### src/rtl/loc_pkg.sv
// Shared definitions for the source-location filter: coordinate width,
// default display geometry, FSM state encoding and the output clamp helper.
package loc_pkg;

   localparam int unsigned COORD_W       = 26;
   localparam int unsigned H_ACT_DEFAULT = 1280;
   localparam int unsigned V_ACT_DEFAULT = 720;

   typedef enum logic {
      EMPTY = 1'b0,
      TRACK = 1'b1
   } state_e;

   function automatic logic signed [COORD_W-1:0] clamp_coord(
      input logic signed [COORD_W-1:0] v,
      input logic signed [COORD_W-1:0] hi
   );
      if (v < 0) return '0;
      if (v > hi) return hi;
      return v;
   endfunction

endpackage

### src/rtl/loc_avg.sv
// One-axis moving average: circular sample buffer, running sum and a
// registered floor(sum / 2^AVG_LOG2).
module loc_avg
   import loc_pkg::*;
#(
   parameter int unsigned AVG_LOG2 = 3
) (
   input  logic                      clk_i,
   input  logic                      rst_n_i,
   input  logic                      prime_i,
   input  logic                      upd_i,
   input  logic signed [COORD_W-1:0] sample_i,
   output logic signed [COORD_W-1:0] avg_o
);

   localparam int unsigned DEPTH = 1 << AVG_LOG2;
   localparam int unsigned SUM_W = COORD_W + AVG_LOG2;

   logic signed [COORD_W-1:0] buf_q [DEPTH];
   logic signed [COORD_W-1:0] buf_d [DEPTH];
   logic        [AVG_LOG2-1:0] ptr_q, ptr_d;
   logic signed [SUM_W-1:0]   sum_q, sum_d;
   logic signed [SUM_W-1:0]   sample_ext;
   logic signed [COORD_W-1:0] avg_q, avg_d;

   assign sample_ext = SUM_W'(sample_i);

   always_comb begin
      buf_d = buf_q;
      ptr_d = ptr_q;
      sum_d = sum_q;
      if (prime_i) begin
         for (int unsigned i = 0; i < DEPTH; i++) buf_d[i] = sample_i;
         sum_d = sample_ext <<< AVG_LOG2;
      end else if (upd_i) begin
         buf_d[ptr_q] = sample_i;
         sum_d        = sum_q + sample_ext - SUM_W'(buf_q[ptr_q]);
         ptr_d        = ptr_q + 1'b1;
      end
   end

   // Arithmetic shift floors toward negative infinity for negative sums.
   assign avg_d = COORD_W'(sum_q >>> AVG_LOG2);

   always_ff @(posedge clk_i or negedge rst_n_i) begin
      if (!rst_n_i) begin
         for (int unsigned i = 0; i < DEPTH; i++) buf_q[i] <= '0;
         ptr_q <= '0;
         sum_q <= '0;
         avg_q <= '0;
      end else begin
         buf_q <= buf_d;
         ptr_q <= ptr_d;
         sum_q <= sum_d;
         avg_q <= avg_d;
      end
   end

   assign avg_o = avg_q;

endmodule

### src/rtl/src_loc_filter.sv
// Source-location smoother: per-axis moving average, frame-timeout tracking
// and a vsync-aligned output latch. Define SRC_LOC_CLAMP_EN to clamp outputs.
module src_loc_filter
   import loc_pkg::*;
#(
   parameter int unsigned AVG_LOG2       = 3,
   parameter int unsigned H_ACT          = H_ACT_DEFAULT,
   parameter int unsigned V_ACT          = V_ACT_DEFAULT,
   parameter int unsigned TIMEOUT_FRAMES = 30
) (
   input  logic                      video_clk,
   input  logic                      rst_n,
   input  logic signed [COORD_W-1:0] loc_x_in,
   input  logic signed [COORD_W-1:0] loc_y_in,
   input  logic                      loc_valid,
   input  logic                      frame_vs,
   output logic signed [COORD_W-1:0] pix_x_out,
   output logic signed [COORD_W-1:0] pix_y_out,
   output logic                      ena
);

   localparam int unsigned      TMO_W   = $clog2(TIMEOUT_FRAMES + 1);
   localparam logic [TMO_W-1:0] TMO_MAX = TMO_W'(TIMEOUT_FRAMES);

   state_e                    state_q, state_d;
   logic [TMO_W-1:0]          tmo_q, tmo_d;
   logic                      vs_q, vs_rise;
   logic                      prime, upd;
   logic signed [COORD_W-1:0] avg_x, avg_y, lat_x, lat_y;
   logic signed [COORD_W-1:0] pix_x_q, pix_y_q;
   logic                      ena_q;

   assign vs_rise = frame_vs & ~vs_q;

   always_ff @(posedge video_clk or negedge rst_n) begin
      if (!rst_n) begin
         state_q <= EMPTY;
         tmo_q   <= '0;
         vs_q    <= 1'b0;
      end else begin
         state_q <= state_d;
         tmo_q   <= tmo_d;
         vs_q    <= frame_vs;
      end
   end

   // A sample always takes precedence over a coincident timeout edge.
   always_comb begin
      state_d = state_q;
      tmo_d   = tmo_q;
      unique case (state_q)
         EMPTY: begin
            if (loc_valid) begin
               state_d = TRACK;
               tmo_d   = '0;
            end
         end
         TRACK: begin
            if (loc_valid) begin
               tmo_d = '0;
            end else if (vs_rise) begin
               if (tmo_q != TMO_MAX) tmo_d = tmo_q + 1'b1;
               if (tmo_d == TMO_MAX) state_d = EMPTY;
            end
         end
         default: state_d = EMPTY;
      endcase
   end

   always_comb begin
      prime = loc_valid && (state_q == EMPTY);
      upd   = loc_valid && (state_q == TRACK);
   end

   loc_avg #(.AVG_LOG2(AVG_LOG2)) u_avg_x (
      .clk_i    (video_clk),
      .rst_n_i  (rst_n),
      .prime_i  (prime),
      .upd_i    (upd),
      .sample_i (loc_x_in),
      .avg_o    (avg_x)
   );

   loc_avg #(.AVG_LOG2(AVG_LOG2)) u_avg_y (
      .clk_i    (video_clk),
      .rst_n_i  (rst_n),
      .prime_i  (prime),
      .upd_i    (upd),
      .sample_i (loc_y_in),
      .avg_o    (avg_y)
   );

`ifdef SRC_LOC_CLAMP_EN
   assign lat_x = clamp_coord(avg_x, COORD_W'(H_ACT - 1));
   assign lat_y = clamp_coord(avg_y, COORD_W'(V_ACT - 1));
`else
   logic unused_geom;
   assign unused_geom = ^{H_ACT, V_ACT};
   assign lat_x = avg_x;
   assign lat_y = avg_y;
`endif

   always_ff @(posedge video_clk or negedge rst_n) begin
      if (!rst_n) begin
         pix_x_q <= '0;
         pix_y_q <= '0;
         ena_q   <= 1'b0;
      end else if (vs_rise) begin
         pix_x_q <= lat_x;
         pix_y_q <= lat_y;
         ena_q   <= (state_q == TRACK);
      end
   end

   assign pix_x_out = pix_x_q;
   assign pix_y_out = pix_y_q;
   assign ena       = ena_q;

endmodule
### config.mk
export PLATFORM = sky130hd
export DESIGN_NAME = src_loc_filter
export DESIGN_NICKNAME = d
export VERILOG_FILES = /design/src/rtl/loc_pkg.sv /design/src/rtl/loc_avg.sv /design/src/rtl/src_loc_filter.sv
export SDC_FILE = /design/constraint.sdc
export NUM_CORES = 1
export LEC_CHECK = 0
export BUFFER_PORTS_ARGS = -buffer_cell sky130_fd_sc_hd__buf_2
export CELL_PAD_IN_SITES_DETAIL_PLACEMENT = 0
export CELL_PAD_IN_SITES_GLOBAL_PLACEMENT = 1
export CORE_MARGIN = 8
export CORE_UTILIZATION = 30
export DETAILED_ROUTE_END_ITERATION = 8
export HOLD_SLACK_MARGIN = 0.15
export PLACE_DENSITY = 0.53
export SETUP_SLACK_MARGIN = 0.4
export SLEW_MARGIN = 15
export SYNTH_ARGS = -nofsm -noshare
export SYNTH_HDL_FRONTEND = slang
export SYNTH_HIERARCHICAL = 1
export SYNTH_SLANG_ARGS = --single-unit
### constraint.sdc
create_clock -name video_clk -period 8.85 [get_ports video_clk]
set_clock_uncertainty 0.1 [all_clocks]
set_input_delay 0.4425 -clock video_clk [delete_from_list [all_inputs] [get_ports video_clk]]
set_output_delay 0.4425 -clock video_clk [all_outputs]
set_load 0.02 [all_outputs]
==> summary.md <==
| Metric | Value |
|---|---|
| Worst EP arrival | `5.35 ns` |
| Mapped Cells | `2788` |
| Total gr overflow | `0` |
| DRC | `0` |
| Post-synth top area share | `52.40%` |
| CTS sink cnt | `592` |
| Detailed Routing Iterations Pass 1 | `5` |
| Fmax | `203.4 MHz` |
| Die Area | `104300 um2` |
| Total track usage | `17.27%` |
| Total number of vias | `20856` |
| Total Wirelength | `90010 um` |
| Die height | `323.0 um` |
| Fill count | `9451` |
| Startpoint types | `flop` |
| Clock Latency Late Sink | `0.63 ns` |
| Area grow syn2layout | `17.11%` |
| Die width | `323.0 um` |
| Ys flop type | `dfrtp_1` |
| Headroom to the max-slew limit | `34.35%` |
| Critical path class | `flop to flop` |
| Async SR Flop Fraction | `100.0%` |
| WP data required | `9.28 ns` |
| Dominant cell type by area after synthesis | `dfrtp_1` |
| Final setup fails | `0` |
| Worst-case clock buffer depth | `3` |
| Register area | `14810 um2` |
| Max-Cap Viols | `0` |
| Most frequent cells in the layout | `dfrtp_1 (592), nand2_1 (452), o21ai_0 (430)` |
| Global-route wire length before repair | `138800 um` |
| Tcrit/Tclk final | `55.56%` |
| Average routed wire per standard cell | `21.41 um` |
| Core Region | `93330 um2` |
| Minimum clock period | `4.917 ns` |
| CP max FO | `18` |
| Clock slew at reported path FFs | `0.06 ns` |
| Post-synthesis area per instance | `10.14 um2` |
| Post-synth EDFFs | `0` |
| Setup Fix Bufs, Post-CTS | `0` |
| CTS tree | `yes` |
| CTS HTree Levels | `3` |
| Seq/Total Area, Yosys | `52.40%` |
| Final nets | `3071` |
| Total negative slack | `0 ns` |
| Outcome | `finished clean` |
| Cell Area, Placed | `30310 um2` |
| Synth Register Bits | `592` |
| IO Port Bufs | `108` |
| Slew @ Worst Pin | `0.9848 ns` |
| Layout cells sized above 1 | `14.17%` |
| Final hold vios | `0` |
| YS warnings | `6` |
| Syn nets | `2964` |
| Gpl congestion | `0.8302` |
| Clock root buffer | `clkbuf_16` |
| Commonest non-fill, non-tap cell in the layout | `dfrtp_1` |
| Pin count of the biggest net entering global routing | `152` |
| Post-DP HPWL | `59690 um` |
| Initial Util | `30.29%` |
| I/O pin count | `109` |
| Final count of pins violating max slew | `0` |
| PostCTS Resize Cnt | `0` |
| Hold Crit Class | `input pin to flop` |
| Area contributors post-synth | `dfrtp_1 (52%), o21ai_0 (7.6%), nand2_1 (6.0%)` |
| Unrepaired setup endpoints after global routing | `false` |
| Finished Cell Area | `33110 um2` |
| Initial drt markers | `1447` |
| Critical path capture point type | `flop` |
| Cell variety after synth | `85` |
| # rows | `112` |
| Synth Cell Area | `28270 um2` |
| Initial antenna violation count | `1` |
| Routed vias/inst | `4.961` |
| ANT nets after route | `0` |
| Vias in the first global route | `21819` |
| Multi-input combinational cell area | `12210 um2` |
| Num CTS Buffers | `71` |
final timing paths:
path,start,endpoint,slack [ns],cells after the start
max in group asynchronous,rst_n,u_avg_x/buf_q[96]$_DFFE_PN0P_,6.29,4
worst min register to register,u_avg_x/sum_q[27]$_DFFE_PN0P_,u_avg_x/avg_o[24]$_DFF_PN0_,0.27,0
min in group asynchronous,rst_n,u_avg_y/buf_q[190]$_DFFE_PN0P_,0.40,2
worst max-delay path,u_avg_x/ptr_q[0]$_DFFE_PN0P_,u_avg_x/sum_q[14]$_DFFE_PN0P_,3.93,14
worst max register to register,u_avg_x/ptr_q[0]$_DFFE_PN0P_,u_avg_x/sum_q[14]$_DFFE_PN0P_,3.93,14
worst min-delay path,loc_x_in[10],u_avg_x/buf_q[166]$_DFFE_PN0P_,0.20,4
flip-flops by register name (all words and copies together), names as in the netlist:
register / flops
pix_x_out: 26
tmo_q: 5
u_avg_y/ptr_q: 3
ena: 1
u_avg_x/avg_o: 26
u_avg_x/buf_q: 208
u_avg_y/avg_o: 26
u_avg_x/sum_q: 29
u_avg_x/ptr_q: 3
u_avg_y/sum_q: 29
u_avg_y/buf_q: 208
pix_y_out: 26
state_q: 1
vs_q: 1
layout make-up:
class,instances,area share (%)
inverters,215,2.438
diodes,1,0.007559
well taps,1254,4.739
clock inverters,24,0.8617
repair buffers,197,4.142
clock buffers,103,6.187
flip-flops and latches,592,44.75
multi-input cells,1818,36.88
cells by family (layout without fill, tap and decap cells):
kind of cell,count (synthesis),after routing,share of synthesized area (%)
AOI/OAI and AO/OA,866,866,18.77
buffers and inverters,378,539,5.302
other,0,1,0
xor gates and xnor gates,54,54,1.673
DFF,592,592,52.40
muxes,116,116,4.514
and+or+nand+nor,662,662,10.54
adders and majority gates,120,120,6.798
per-stage QoR:
step                      instances  utilization [%]  worst slack (ns)  hold WS [ns]
final                          4204            35.47             3.933        0.2002
after global routing           4203            35.47             3.660        0.2075
after CTS                      4203            35.47             3.910        0.1635
after detailed placement       4030            32.48             3.945        0.2595
after global placement         4030            32.47             4.011        0.2619
after floorplan                2788                -             4.934       0.04691
repair_timing:
item,4_1_cts,5_1_grt
endpoints found under the hold margin,168,0
hold buffers,46,0
setup endpoints to repair,0,0
synthesized netlist by cell type, types with 51 or more instances:
cell type  instances
dfrtp_1          592
nand2_1          452
o21ai_0          430
a22oi_1          219
inv_1            206
clkbuf_1         123
mux2_2            92
a21oi_1           84
ha_1              64
fa_1              56
nand4_1           54
nor2_1            51
metal layers:
layer  wire, um  track usage (%)
met5          0                0
met4       2588            5.359
met3       2703            2.231
met2      46130            31.13
met1      38600            21.39
critical path, stage by stage, from the launching register on:
cell and delay, ns:
dfrtp_1 0.64, and3_1 0.56, buf_4 0.41, a22oi_1 0.12, nand4_1 0.14, fa_1 0.47, fa_1 0.49, and2b_1 0.24
o2111ai_1 0.10, nand2_1 0.25, a21oi_1 0.12, o21ai_1 0.58, a21boi_0 0.25, xor2_1 0.18, o21ai_0 0.16
Power is left out: the tool's default activity adds up to more than one toggle a clock period on the data nets, which glitch-free logic cannot reach.
